`src/rtl/thcattus_uart_pkg.sv`:
```
// thcattus_uart_pkg
// Shared definitions for the ThCattus UART transmitter and receiver:
// the receiver FSM state encoding, the 8N1 frame constants and the
// clocks-per-bit helper.
package thcattus_uart_pkg;

  typedef enum logic [1:0] {
    ST_IDLE  = 2'd0,
    ST_START = 2'd1,
    ST_DATA  = 2'd2,
    ST_STOP  = 2'd3
  } uart_state_t;

  localparam int unsigned DATA_BITS = 8;
  localparam int unsigned STOP_BITS = 1;

  // Whole system-clock cycles per bit period (integer division).
  function automatic int unsigned cycle_per_baud(input int unsigned clock_freq,
                                                 input int unsigned baud_rate);
    return clock_freq / baud_rate;
  endfunction

endpackage

```
`src/rtl/thcattus_sync2.sv`:
```
// thcattus_sync2
// Two-flop synchronizer for asynchronous inputs. Both stages load
// RESET_VALUE on reset.
// Ports:
//   clk  - clock
//   rst  - synchronous, active-high reset
//   d    - asynchronous input [WIDTH-1:0]
//   q    - synchronized output [WIDTH-1:0]
module thcattus_sync2 #(
  parameter int unsigned           WIDTH       = 1,
  parameter logic [WIDTH-1:0]      RESET_VALUE = '0
) (
  input  logic             clk,
  input  logic             rst,
  input  logic [WIDTH-1:0] d,
  output logic [WIDTH-1:0] q
);

  logic [WIDTH-1:0] meta;

  always_ff @(posedge clk) begin
    if (rst) begin
      meta <= RESET_VALUE;
      q    <= RESET_VALUE;
    end else begin
      meta <= d;
      q    <= meta;
    end
  end

endmodule

```
`src/rtl/thcattus_uart_rx.sv`:
```
// thcattus_uart_rx
// 8N1 UART receiver (LSB first) that packs DATA_WIDTH bytes into one word,
// byte 0 in [7:0], and presents each word as an AXI-Stream beat.
// Optional feature macro: THCATTUS_UART_RX_TIMEOUT_EN -- discards a partial
// word after TIMEOUT_BITS idle bit-times.
// Ports:
//   axis_aclk    - clock
//   axis_areset  - synchronous, active-high reset
//   uart_rx      - asynchronous serial input, idle high
//   axis_tvalid  - output word valid
//   axis_tready  - downstream ready
//   axis_tdata   - received word [DATA_WIDTH*8-1:0]
//   frame_error  - one-cycle pulse: stop bit sampled low
//   overrun      - one-cycle pulse: word completed while output still held
module thcattus_uart_rx
  import thcattus_uart_pkg::*;
#(
  parameter int unsigned DATA_WIDTH   = 4,
  parameter int unsigned CLOCK_FREQ   = 50_000_000,
  parameter int unsigned BAUD_RATE    = 115200,
  parameter int unsigned TIMEOUT_BITS = 20
) (
  input  logic                    axis_aclk,
  input  logic                    axis_areset,
  input  logic                    uart_rx,
  output logic                    axis_tvalid,
  input  logic                    axis_tready,
  output logic [DATA_WIDTH*8-1:0] axis_tdata,
  output logic                    frame_error,
  output logic                    overrun
);

  localparam int unsigned CPB      = cycle_per_baud(CLOCK_FREQ, BAUD_RATE);
  localparam int unsigned BIDX_W   = (DATA_WIDTH > 1) ? $clog2(DATA_WIDTH) : 1;
  localparam logic [31:0] CNT_HALF = 32'(CPB / 2 - 1);
  localparam logic [31:0] CNT_FULL = 32'(CPB - 1);

  if (CPB < 4 || DATA_WIDTH < 1 || DATA_WIDTH > 16 || TIMEOUT_BITS < 1 ||
      STOP_BITS != 1) begin : g_bad_cfg
    $error("thcattus_uart_rx: unsupported parameter set");
  end

  logic                    rx_s;
  uart_state_t             state, state_next;
  logic [31:0]             cnt;
  logic [2:0]              bit_idx;
  logic [7:0]              shift;
  logic [BIDX_W-1:0]       byte_idx;
  logic [DATA_WIDTH*8-1:0] word;
  logic [DATA_WIDTH*8-1:0] merged;
  logic                    data_tick, stop_tick;
  logic                    good_byte, word_done;

  thcattus_sync2 #(
    .WIDTH       (1),
    .RESET_VALUE (1'b1)
  ) u_sync (
    .clk (axis_aclk),
    .rst (axis_areset),
    .d   (uart_rx),
    .q   (rx_s)
  );

  always_ff @(posedge axis_aclk) begin
    if (axis_areset) state <= ST_IDLE;
    else             state <= state_next;
  end

  always_comb begin
    state_next = state;
    data_tick  = 1'b0;
    stop_tick  = 1'b0;
    case (state)
      ST_IDLE:  if (!rx_s) state_next = ST_START;
      // A start bit that is high again at mid-bit was a glitch.
      ST_START: if (cnt == CNT_HALF) state_next = rx_s ? ST_IDLE : ST_DATA;
      ST_DATA: begin
        if (cnt == CNT_FULL) begin
          data_tick = 1'b1;
          if (bit_idx == 3'(DATA_BITS - 1)) state_next = ST_STOP;
        end
      end
      // Return to IDLE at the mid-stop sample so back-to-back frames are caught.
      ST_STOP: begin
        if (cnt == CNT_FULL) begin
          stop_tick  = 1'b1;
          state_next = ST_IDLE;
        end
      end
      default: state_next = ST_IDLE;
    endcase
  end

  always_ff @(posedge axis_aclk) begin
    if (axis_areset) begin
      cnt     <= '0;
      bit_idx <= '0;
      shift   <= '0;
    end else begin
      if (state_next != state || data_tick) cnt <= '0;
      else if (state != ST_IDLE)            cnt <= cnt + 32'd1;
      if (state == ST_START)  bit_idx <= '0;
      else if (data_tick)     bit_idx <= bit_idx + 3'd1;
      if (data_tick) shift <= {rx_s, shift[7:1]};
    end
  end

  assign good_byte = stop_tick && rx_s;
  assign word_done = good_byte && (byte_idx == BIDX_W'(DATA_WIDTH - 1));

  // Current partial word with the just-received byte inserted at byte_idx.
  always_comb begin
    merged = word;
    for (int unsigned i = 0; i < DATA_WIDTH; i++) begin
      if (byte_idx == BIDX_W'(i)) merged[i*8 +: 8] = shift;
    end
  end

`ifdef THCATTUS_UART_RX_TIMEOUT_EN
  localparam logic [31:0] TIMEOUT_CYCLES = 32'(TIMEOUT_BITS * CPB);
  logic [31:0] idle_cnt;
  logic        timeout_hit;

  assign timeout_hit = (idle_cnt == TIMEOUT_CYCLES);

  always_ff @(posedge axis_aclk) begin
    if (axis_areset || state != ST_IDLE || byte_idx == '0 || timeout_hit)
      idle_cnt <= '0;
    else
      idle_cnt <= idle_cnt + 32'd1;
  end
`endif

  always_ff @(posedge axis_aclk) begin
    if (axis_areset) begin
      byte_idx    <= '0;
      word        <= '0;
      axis_tvalid <= 1'b0;
      axis_tdata  <= '0;
      frame_error <= 1'b0;
      overrun     <= 1'b0;
    end else begin
      frame_error <= stop_tick && !rx_s;
      overrun     <= 1'b0;
      if (axis_tvalid && axis_tready) axis_tvalid <= 1'b0;
      if (good_byte) begin
        word <= merged;
        if (word_done) begin
          byte_idx <= '0;
          // A same-cycle handshake frees the slot for the new word.
          if (!axis_tvalid || axis_tready) begin
            axis_tdata  <= merged;
            axis_tvalid <= 1'b1;
          end else begin
            overrun <= 1'b1;
          end
        end else begin
          byte_idx <= byte_idx + 1'b1;
        end
      end
`ifdef THCATTUS_UART_RX_TIMEOUT_EN
      else if (timeout_hit) begin
        byte_idx <= '0;
      end
`endif
    end
  end

endmodule

```
`config.mk`:
```
export PLATFORM = sky130hd
export DESIGN_NAME = thcattus_uart_rx
export DESIGN_NICKNAME = d
export VERILOG_FILES = /design/src/rtl/thcattus_uart_pkg.sv /design/src/rtl/thcattus_sync2.sv /design/src/rtl/thcattus_uart_rx.sv
export SDC_FILE = /design/constraint.sdc
export NUM_CORES = 1
export LEC_CHECK = 0
export ABC_AREA = 0
export BUFFER_PORTS_ARGS = -buffer_cell sky130_fd_sc_hd__buf_2
export CORE_MARGIN = 1
export CORE_UTILIZATION = 45
export CTS_CLUSTER_DIAMETER = 150
export DETAILED_ROUTE_END_ITERATION = 8
export PLACE_DENSITY = 0.6
export RECOVER_POWER = 50
export SYNTH_ARGS = -nofsm -noshare
export SYNTH_HDL_FRONTEND = slang
export SYNTH_HIERARCHICAL = 1
export SYNTH_SLANG_ARGS = --single-unit
```
`constraint.sdc`:
```
create_clock -name axis_aclk -period 2.4 [get_ports axis_aclk]
set_input_delay 0.12 -clock axis_aclk [delete_from_list [all_inputs] [get_ports axis_aclk]]
set_output_delay 0.12 -clock axis_aclk [all_outputs]
set_load 0.01 [all_outputs]
```
==> results of run 1 <==
-- power by group --
part           total [mW]  switching, mW  leakage, nW  internal, mW
Combinational      0.0579         0.0398        0.814        0.0181
Clock                1.05          0.653       0.0978         0.395
Sequential           1.80        0.00681        0.870          1.79
-- timing repair --
action,in CTS,in global routing
resized for setup,0,0
hold buffers,1,0
endpoints found under the hold margin,1,0
-- kinds of logic after synthesis --
logic type,after synthesis
AO/OA/AOI/OAI,38
XOR/XNOR,32
buffers and inverters,49
multiplexers,67
flip-flops,108
AND/OR/NAND/NOR,220
adder cells (fa/ha/maj),9
-- sequential cells by signal, indices dropped and copies added, names as in the netlist --
name         count
axis_tdata      32
cnt             32
word            24
shift            8
bit_idx          3
byte_idx         2
state            2
axis_tvalid      1
frame_error      1
overrun          1
u_sync/meta      1
u_sync/q         1
-- layout make-up --
type                            count  share of cell area, %
Multi-Input combinational cell    366                   46.1
Clock inverter                      7                   1.22
Tap cell                          136                   3.26
Clock buffer                        9                   2.37
Inverter                            5                  0.359
Sequential cell                   108                   41.4
Timing Repair Buffer               52                   5.29
-- synth_stat cells (2+ instances only) --
| cell type | count |
|---|---|
| buf_4 | 4 |
| a21oi_1 | 26 |
| nand3_1 | 36 |
| or2_1 | 2 |
| buf_2 | 15 |
| mux2_2 | 24 |
| nor4_1 | 5 |
| xnor2_1 | 14 |
| and3_1 | 6 |
| nor2_1 | 84 |
| nand2_1 | 41 |
| nor3_1 | 8 |
| xor2_1 | 18 |
| nor4_2 | 6 |
| o21ai_0 | 4 |
| nand4_1 | 11 |
| buf_6 | 3 |
| a311oi_1 | 3 |
| nand2b_1 | 3 |
| or4_1 | 4 |
| and2_1 | 2 |
| dfxtp_1 | 108 |
| buf_1 | 2 |
| inv_1 | 5 |
| mux2i_1 | 43 |
| nor4_4 | 2 |
| clkbuf_1 | 20 |
| and4_1 | 7 |
| ha_1 | 9 |
-- tightest hold or removal path: stages --
cell	delay, ns
buf_2	0.07
nand2b_1	0.16
nor3_1	0.07
-- how the worst max path moves through the flow --
| stage | start | to | cells after the start |
|---|---|---|---|
| 3_5_place_dp | cnt[19] | word[11] | 5 |
| 4_1_cts | cnt[25] | word[11] | 5 |
| 3_3_place_gp | cnt[25] | word[13] | 5 |
| 6_report | cnt[25] | shift[4] | 6 |
| 5_1_grt | cnt[19] | bit_idx[1] | 6 |
| 2_1_floorplan | cnt[20] | axis_tdata[10] | 6 |
-- per-layer routing --
metal	wire (um)	GRT usage [%]	share of wire, %	up-vias
li1	-	-	-	1823
met1	4440	22.5	47	1683
met2	4570	31.3	48	61
met3	293	4.27	3.1	16
met4	126	5.43	1.3	0
met5	0	0	0	-
-- through the flow --
stage | hold slack [ns] | power, mW | area (um2) | utilization [%]
CTS | 0.0821 | 2.95 | 5280 | 50.9
floorplan | 0.217 | 1.88 | 4820 | -
finish | 0.0841 | 2.91 | 5230 | 50.4
global placement | 0.310 | 1.90 | 5080 | 49.0
detailed placement | 0.308 | 1.90 | 5080 | 49.0
global route | 0.0881 | 3.03 | 5230 | 50.4
==> run_results.csv, run 1 <==
group,metric,value,unit
critical_path,cp_max_fo,11,
global_route,grt_max_degree,33,
global_route,track_usage,18.2,%
critical_path,worstRegToRegCells,6,
cells_and_area,seq_area,2160,um2
cells_and_area,final_cell_mix,"108 x dfxtp_1, 84 x nor2_1, 43 x mux2i_1, 41 x nand2_1, 36 x nand3_1",
synth,async_flop_share,0,%
timing,worstMarginPinSlew,0.524,ns
global_route,antenna_found_initial,0,
cts,cts_max_level,3,
critical_path,worstSetupStartpointType,"flip-flop",
synth,synth_xor_area_share,5.82,%
routing,routed_wl,9430,um
timing,fin_crit_sh,91.9,%
timing,rsz0062_at_grt,"false",
cts,clk_pin_slew,0.10,ns
pwr,ir_worst_vdd,358,uV
routing,drt_pass1_iterations,4,
placement,port_buffers,38,
floorplan,ios,39,
synth,synth_flop_cell,"dfxtp_1",
run_status,outcome,"finished, final reports clean",
worst_hold_path,timing.hold.worst_path_depth,3,
floorplan,coreArea,10400,um2
critical_path,r2r_start,"cnt[25]",
critical_path,crit_required,2.67,ns
critical_path,cp-end-kind,"flip-flop",
cells_and_area,area_growth,8.44,%
worst_hold_path,holdCritStartpoint,"axis_tready",
cts,clockBufferDepth,2,
global_route,grt_pass1_vias,3384,
synth,synth-compound-area-share,4.52,%
timing,hold_viol,0,
timing,setup_tns,0,ns
timing,skew,0.0157,ns
cts,numCtsBuffers,9,
synth,yosysSeqAreaShare,44.9,%
synth,yosys.area.top_type,"dfxtp_1",
floorplan,fp.dieW,105,um
placement,gp_congestion,0.765,
worst_hold_path,min-delay-path-class,"in2reg",
cells_and_area,final_common_cell,"dfxtp_1",
synth,synth_seq_cells,108,
timing,fmax,453,MHz
timing,slew_viol_final,0,
cells_and_area,n_antenna_cell,0,
routing,vias,3583,
critical_path,cp_slowest_cell,"clkbuf_2",
timing,max_slew_margin,65.0,%
placement,dp.cells,666,
cells_and_area,final_cells,683,
critical_path,r2r_slack,0.19,ns
floorplan,die_height,105,um
critical_path,r2r-end,"shift[4]",
placement,dp_slack,0.222,ns
synth,synth_edf_count,0,
timing,timing.final.ws_setup,0.194,ns
worst_hold_path,hold_end,"overrun",
critical_path,crit_chain,"nor4_2 > nand4_2 > nor4_1 > clkbuf_2 > mux2i_1 > nor2_1",
synth,yosysTopAreaCellShare,44.9,%
cells_and_area,final_net_count,555,
critical_path,cp.arrival,2.48,ns
synth,synth_fp_nets,536,
routing,drtIter0Drc,116,
floorplan,rows,37,
critical_path,critical_path_class,"reg2reg",
cts,cts_root_buffer,"clkbuf_8",
synth,syn_area,4820,um2
cells_and_area,fillers,1019,
cts,worstSkewPairLatency,0.38,ns
synth,synth_fa_ha_area_share,2.34,%
synth,synth_cells,523,
critical_path,slowest_delay,0.41,ns
cells_and_area,drive_above_1_share,11.9,%
cts,cts_tree,"yes",
synth,synth_top_family_by_area,"simple AND/OR/NAND/NOR gates",
cts,cts_setup_buffers,0,
pwr,powerDensity,557,nW/um2
routing,drc,0,
critical_path,crit_buf_inv,1,
floorplan,dieArea,11100,um2
routing,viasPerCell,5.25,
synth,synth.area.mux_share,14.5,%
cells_and_area,multiInputGateArea,2410,um2
synth,synth.distinct_cells,37,
synth,ys.warnings.count,6,
critical_path,cp_top_family,"simple AND/OR/NAND/NOR gates",
synth,avgSynthCellArea,9.21,um2
timing,final-setup-viol-count,0,
timing,timing.final.crit_period,2.21,ns
global_route,grt_pass1_wl,16200,um
routing,wire_per_inst,13.8,um
routing,antenna_left,0,
cts,clock-sinks,108,
global_route,overflow,0,
floorplan,start_util,46.5,%
placement,hpwl,6320,um
synth,synth-simple-area-share,22.9,%
run,drv_cap,0,
pwr,power.leakage,1.78,nW
synth,synth_area_leaders,"dfxtp_1 45%, mux2i_1 8.9%, nor2_1 6.5%",
(Power assumes the default switching activity.)
==> inputs of run 2 (changes only) <==
- ABC_AREA: 0 -> 1
- CORE_UTILIZATION: 45 -> 40
- PLACE_DENSITY: 0.6 -> 0.54
==> run_results.csv, run 2 <==
group,metric,value,unit
run_status,outcome,"finished, final reports clean",
routing,wl_met1,5590,um
pwr,powerDensity,792,nW/um2
timing,hold_viol,0,
cells_and_area,final_cells,933,
global_route,antenna_found_initial,0,
cells_and_area,n_antenna_cell,0,
critical_path,worstSetupStartpointType,"flip-flop",
synth,yosysSeqAreaShare,45.2,%
timing,skew,0.00987,ns
critical_path,crit_required,2.74,ns
cells_and_area,area_growth,17.9,%
timing,rsz0062_at_grt,"false",
synth,synth.distinct_cells,31,
floorplan,rows,41,
worst_hold_path,min-delay-path-class,"in2reg",
synth,synthTopCellsByCount,"157 x nor2_1, 116 x dfxtp_1, 105 x o21ai_0",
timing,setup_tns,0,ns
cells_and_area,final_net_count,761,
routing,viasPerCell,4.57,
cts,cts_root_buffer,"clkbuf_16",
placement,gp_congestion,0.789,
synth,syn_area,5130,um2
placement,placed_cell_area,5440,um2
floorplan,start_util,40.8,%
timing,timing.final.crit_period,2.09,ns
synth,synth_cells,713,
synth,synth_most_common_cell,"nor2_1",
synth,yosysTopAreaCellShare,45.2,%
routing,drt_pass1_iterations,4,
cts,clockBufferDepth,2,
cts,cts_tree,"yes",
pwr,ir_worst_vdd,510,uV
timing,max_slew_margin,60.5,%
synth,synth_flop_cell,"dfxtp_1",
worst_hold_path,holdCritStartpoint,"axis_areset",
global_route,grt_max_degree,41,
routing,wire_per_inst,11.4,um
routing,vias,4263,
floorplan,dieArea,13300,um2
synth,yosys.area.top_type,"dfxtp_1",
synth,synth_edf_count,0,
placement,dp.cells,900,
critical_path,cp.arrival,2.43,ns
cts,clock-sinks,116,
cts,numCtsBuffers,17,
global_route,overflow,0,
synth,synth_seq_cells,116,
placement,port_buffers,38,
timing,whs,0.0507,ns
timing,final-setup-viol-count,0,
routing,routed.top_layer,"met4",
critical_path,cp-end-kind,"flip-flop",
global_route,grt_pass1_wl,17900,um
cts,cts_resized,0,
global_route,grt_pass1_vias,3776,
routing,drtIter0Drc,139,
cells_and_area,reg_top3,"axis_tdata x32, cnt x32, word x32",
floorplan,ios,39,
synth,synth_fp_nets,726,
routing,dr_wl_met3,465,um
critical_path,crit_start,"cnt[1]",
synth,ys.warnings.count,6,
critical_path,r2r_start,"cnt[1]",
global_route,track_usage,17.6,%
routing,wl_met2,4490,um
floorplan,fp.dieW,115,um
cells_and_area,post-route-cell-area,6050,um2
cells_and_area,final_cell_mix,"157 x nor2_1, 116 x dfxtp_1, 106 x o21ai_0, 97 x nand2_1, 86 x inv_1",
synth,avgSynthCellArea,7.20,um2
cells_and_area,drive_above_1_share,6.83,%
cts,worstSkewPairLatency,0.42,ns
cells_and_area,fillers,1279,
timing,slew_viol_final,0,
cells_and_area,final_util,48.1,%
timing,fmax,479,MHz
synth,async_flop_share,0,%
routing,drc,0,
critical_path,critical_path_class,"reg2reg",
critical_path,cp_max_fo,32,
cells_and_area,final_common_cell,"nor2_1",
cts,cts_max_level,4,
synth,synth_area_leaders,"dfxtp_1 45%, nor2_1 11%, o21ai_0 10%",
routing,antenna_left,0,
pwr,power.leakage,2.29,nW
floorplan,die_height,115,um
timing,fin_crit_sh,87.0,%
routing,routed_wl,10700,um
cts,clk_pin_slew,0.05,ns
timing,worstMarginPinSlew,0.593,ns
placement,hpwl,7190,um
run,drv_cap,0,
floorplan,coreArea,12600,um2
run 2: cell types whose count changed in the layout (fill, tap and decap cells not counted), moves of 7 or more:
cell       change
nand2_1       +56
mux2_2        -24
o21ai_0      +102
xnor2_1        -7
nor2_1        +73
dfxtp_1        +8
nand3_1       -24
nand4_1        -7
clkbuf_16     +17
a21oi_1       +12
mux2i_1       -43
and4_1         -7
inv_1         +81
run 2: logic make-up (layout without fill, tap and decap cells):
logic type / Yosys count / in the layout / share of synthesized area (%)
flops: 116 / 116 / 45.2
fa+ha+maj: 9 / 9 / 2.19
compound gates: 152 / 152 / 15.1
simple gates: 285 / 285 / 22.4
xor+xnor: 30 / 30 / 5.12
buf+inv: 121 / 169 / 9.95
run 2: layer usage:
| metal | global-route usage, % | vias to the layer above |
|---|---|---|
| met4 | 7.01 | 0 |
| li1 | - | 2314 |
| met3 | 5.54 | 10 |
| met2 | 26.1 | 60 |
| met5 | 0 | - |
| met1 | 23.7 | 1879 |
run 2: power breakdown:
part / leakage (nW) / switching [mW] / internal (mW)
clock: 0.320 / 0.912 / 1.85
sequential: 0.935 / 0.00412 / 1.93
combinational: 1.04 / 0.0627 / 0.0301
total: 2.29 / 0.979 / 3.81
run 2: area by class of cell:
cell class                      count  area, um2  share of cell area, %
Sequential cell                   116       2320                   38.4
Timing Repair Buffer               47        220                   3.64
Clock inverter                     11        173                   2.85
Clock buffer                       21        480                   7.94
Inverter                           90        339                   5.60
Tap cell                          172        215                   3.56
Multi-Input combinational cell    476       2300                   38.0
run 2: per-stage QoR:
| stage | setup slack, ns | power, mW |
|---|---|---|
| 2_1_floorplan | 0.766 | 2.05 |
| 3_3_place_gp | 0.354 | 2.07 |
| 3_5_place_dp | 0.305 | 2.07 |
| 4_1_cts | 0.283 | 4.84 |
| 5_1_grt | 0.0384 | 4.94 |
| 6_report | 0.312 | 4.79 |
run 2: timing repair:
action,CTS,global route
buffers inserted,0,0
hold buffers,1,0
hold endpoints to repair,1,0
run 2: worst paths after layout:
| path | end | slack [ns] | cells past startpoint |
|---|---|---|---|
| hold reg to reg | u_sync/q | 0.41 | 2 |
| setup reg to reg | axis_tdata[6] | 0.31 | 12 |
| hold / removal | state[0] | 0.05 | 2 |
| setup / recovery | axis_tdata[6] | 0.31 | 12 |
run 2: critical path, stage by stage, from the launching register on:
cell and delay (ns):
dfxtp_1 0.31, inv_1 0.11, ha_1 0.16, nand3_1 0.07
nor2_1 0.11, nand2_1 0.10, nor2_4 0.13, nand3_2 0.10
inv_2 0.09, nand3_4 0.21, clkinv_2 0.42, nor2_1 0.08
nor2_1 0.12
==> inputs of run 3 (changes only) <==
- CORE_UTILIZATION: 40 -> 50
- PLACE_DENSITY: 0.54 -> 0.65
==> run_results.csv, run 3 (same netlist as run 2, synthesis figures left out) <==
group,metric,value,unit
cells_and_area,final_net_count,763,
worst_hold_path,timing.hold.worst_path_depth,2,
cells_and_area,final_cells,895,
routing,drtIter0Drc,146,
timing,fmax,492,MHz
cts,numCtsBuffers,17,
cts,cts_root_buffer,"clkbuf_8",
pwr,p_seq_share,42.7,%
critical_path,cp_top_family,"simple AND/OR/NAND/NOR gates",
global_route,antenna_found_initial,0,
cts,cts_resized,0,
timing,fin_crit_sh,84.6,%
routing,drc,0,
critical_path,cp-end-kind,"flip-flop",
timing,final-setup-viol-count,0,
pwr,power_frac_clock,55.1,%
timing,skew,0.00716,ns
pwr,p_sw_share,20.2,%
cells_and_area,final_util,60.5,%
critical_path,r2r_start,"cnt[1]",
pwr,ir_worst_vdd,375,uV
critical_path,cp.depth,12,
worst_hold_path,hold_end,"u_sync/q",
cells_and_area,final_common_cell,"nor2_1",
critical_path,slowest_delay,0.39,ns
pwr,power,4.53,mW
routing,viasPerCell,4.89,
floorplan,rows,36,
critical_path,r2r_slack,0.37,ns
timing,rsz0062_at_grt,"false",
routing,antenna_left,0,
pwr,intPower,3.62,mW
cells_and_area,post-route-cell-area,5960,um2
floorplan,die_height,103,um
pwr,power.leakage,2.26,nW
critical_path,cp_slowest_cell,"clkinv_2",
critical_path,crit_buf_inv,3,
critical_path,cp_common_cell,"nor2_1",
run_status,outcome,"finished, final reports clean",
floorplan,ios,39,
timing,setup_tns,0,ns
cts,clockBufferDepth,2,
routing,wire_per_inst,11.7,um
floorplan,dieArea,10700,um2
critical_path,critical_path_class,"reg2reg",
placement,dp.cells,860,
run,drv_cap,0,
critical_path,crit_chain,"inv_1 > ha_1 > nand3_1 > nor2_1 > nand2_1 > nor2_4 > nand3_2 > inv_1 > nand3_4 > clkinv_2 > nor2_1 > nor2_1",
pwr,p_switching,0.914,mW
cells_and_area,area_growth,16.2,%
routing,routed_wl,10400,um
floorplan,coreArea,9860,um2
floorplan,start_util,52.0,%
timing,hold_viol,0,
floorplan,fp.dieW,103,um
global_route,grt_pass1_vias,3885,
pwr,p_comb_share,2.1,%
placement,gp_congestion,0.850,
global_route,overflow,0,
cells_and_area,reg_top3,"axis_tdata x32, cnt x32, word x32",
timing,whs,0.403,ns
critical_path,cp_max_fo,32,
routing,vias,4380,
cells_and_area,n_antenna_cell,0,
global_route,grt_max_degree,69,
routing,drt_pass1_iterations,4,
placement,placed_cell_area,5400,um2
cells_and_area,drive_above_1_share,6.04,%
critical_path,r2r-end,"axis_tdata[7]",
global_route,grt_pass1_wl,17700,um
timing,worstMarginPinSlew,0.661,ns
global_route,track_usage,21.4,%
timing,slew_viol_final,0,
placement,dp_slack,0.337,ns
cells_and_area,final_cell_mix,"157 x nor2_1, 116 x dfxtp_1, 105 x o21ai_0, 97 x nand2_1, 87 x inv_1",
worst_hold_path,min-delay-path-class,"reg2reg",
cts,worstSkewPairLatency,0.51,ns
cts,clock-sinks,116,
timing,max_slew_margin,55.9,%
cts,cts_tree,"yes",
pwr,powerDensity,759,nW/um2
critical_path,worstRegToRegCells,12,
cts,clk_pin_slew,0.05,ns
worst_hold_path,holdCritStartpoint,"u_sync/meta",
timing,timing.final.ws_setup,0.369,ns
cts,cts_max_level,4,
placement,port_buffers,38,
critical_path,worstSetupStartpointType,"flip-flop",
placement,hpwl,6880,um
critical_path,crit_required,2.84,ns
timing,timing.final.crit_period,2.03,ns
critical_path,cp.arrival,2.47,ns
==> run 3: worst max path at each step <==
| stage | start | to |
|---|---|---|
| finish | cnt[1] | axis_tdata[7] |
| global route | cnt[1] | axis_tdata[11] |
| CTS | cnt[1] | axis_tdata[7] |
| detailed placement | cnt[1] | axis_tdata[7] |
| global placement | cnt[1] | axis_tdata[18] |
| floorplan | cnt[1] | axis_tdata[0] |
==> run 3: final cells by class <==
cell class,count,area [um2]
sequential,116,2320
clock inverter,9,128
multi-input combinational,476,2300
clock buffer,22,463
tap,133,166
fill,928,3900
inverter,90,339
timing repair buffer,49,246
==> run 3: worst min-delay path, cell delays in order (launching register included) <==
cell	delay [ns]
dfxtp_1	0.30
inv_1	0.03
nand2_1	0.04
==> run 3: what timing repair did <==
| action | in CTS | in global routing |
|---|---|---|
| hold buffers | 4 | 0 |
| setup buffers | 0 | 0 |
| endpoints found under the hold margin | 11 | 0 |
==> run 3: metal layers <==
metal	global-route usage, %	vias to the layer above	routed length (um)
met3	4.84	15	383
li1	-	2314	-
met5	0	-	0
met2	33.7	78	4770
met4	9.43	0	146
met1	28.3	1973	5140
==> run 3: power groups by stage <==
stage               sequential (mW)  combinational (mW)  clock [mW]
floorplan                      1.98              0.0725           0
detailed placement             1.98              0.0922           0
global route                   1.93               0.112        2.63
CTS                            1.94              0.0975        2.54
finish                         1.94              0.0973        2.50
global placement               1.98              0.0897           0
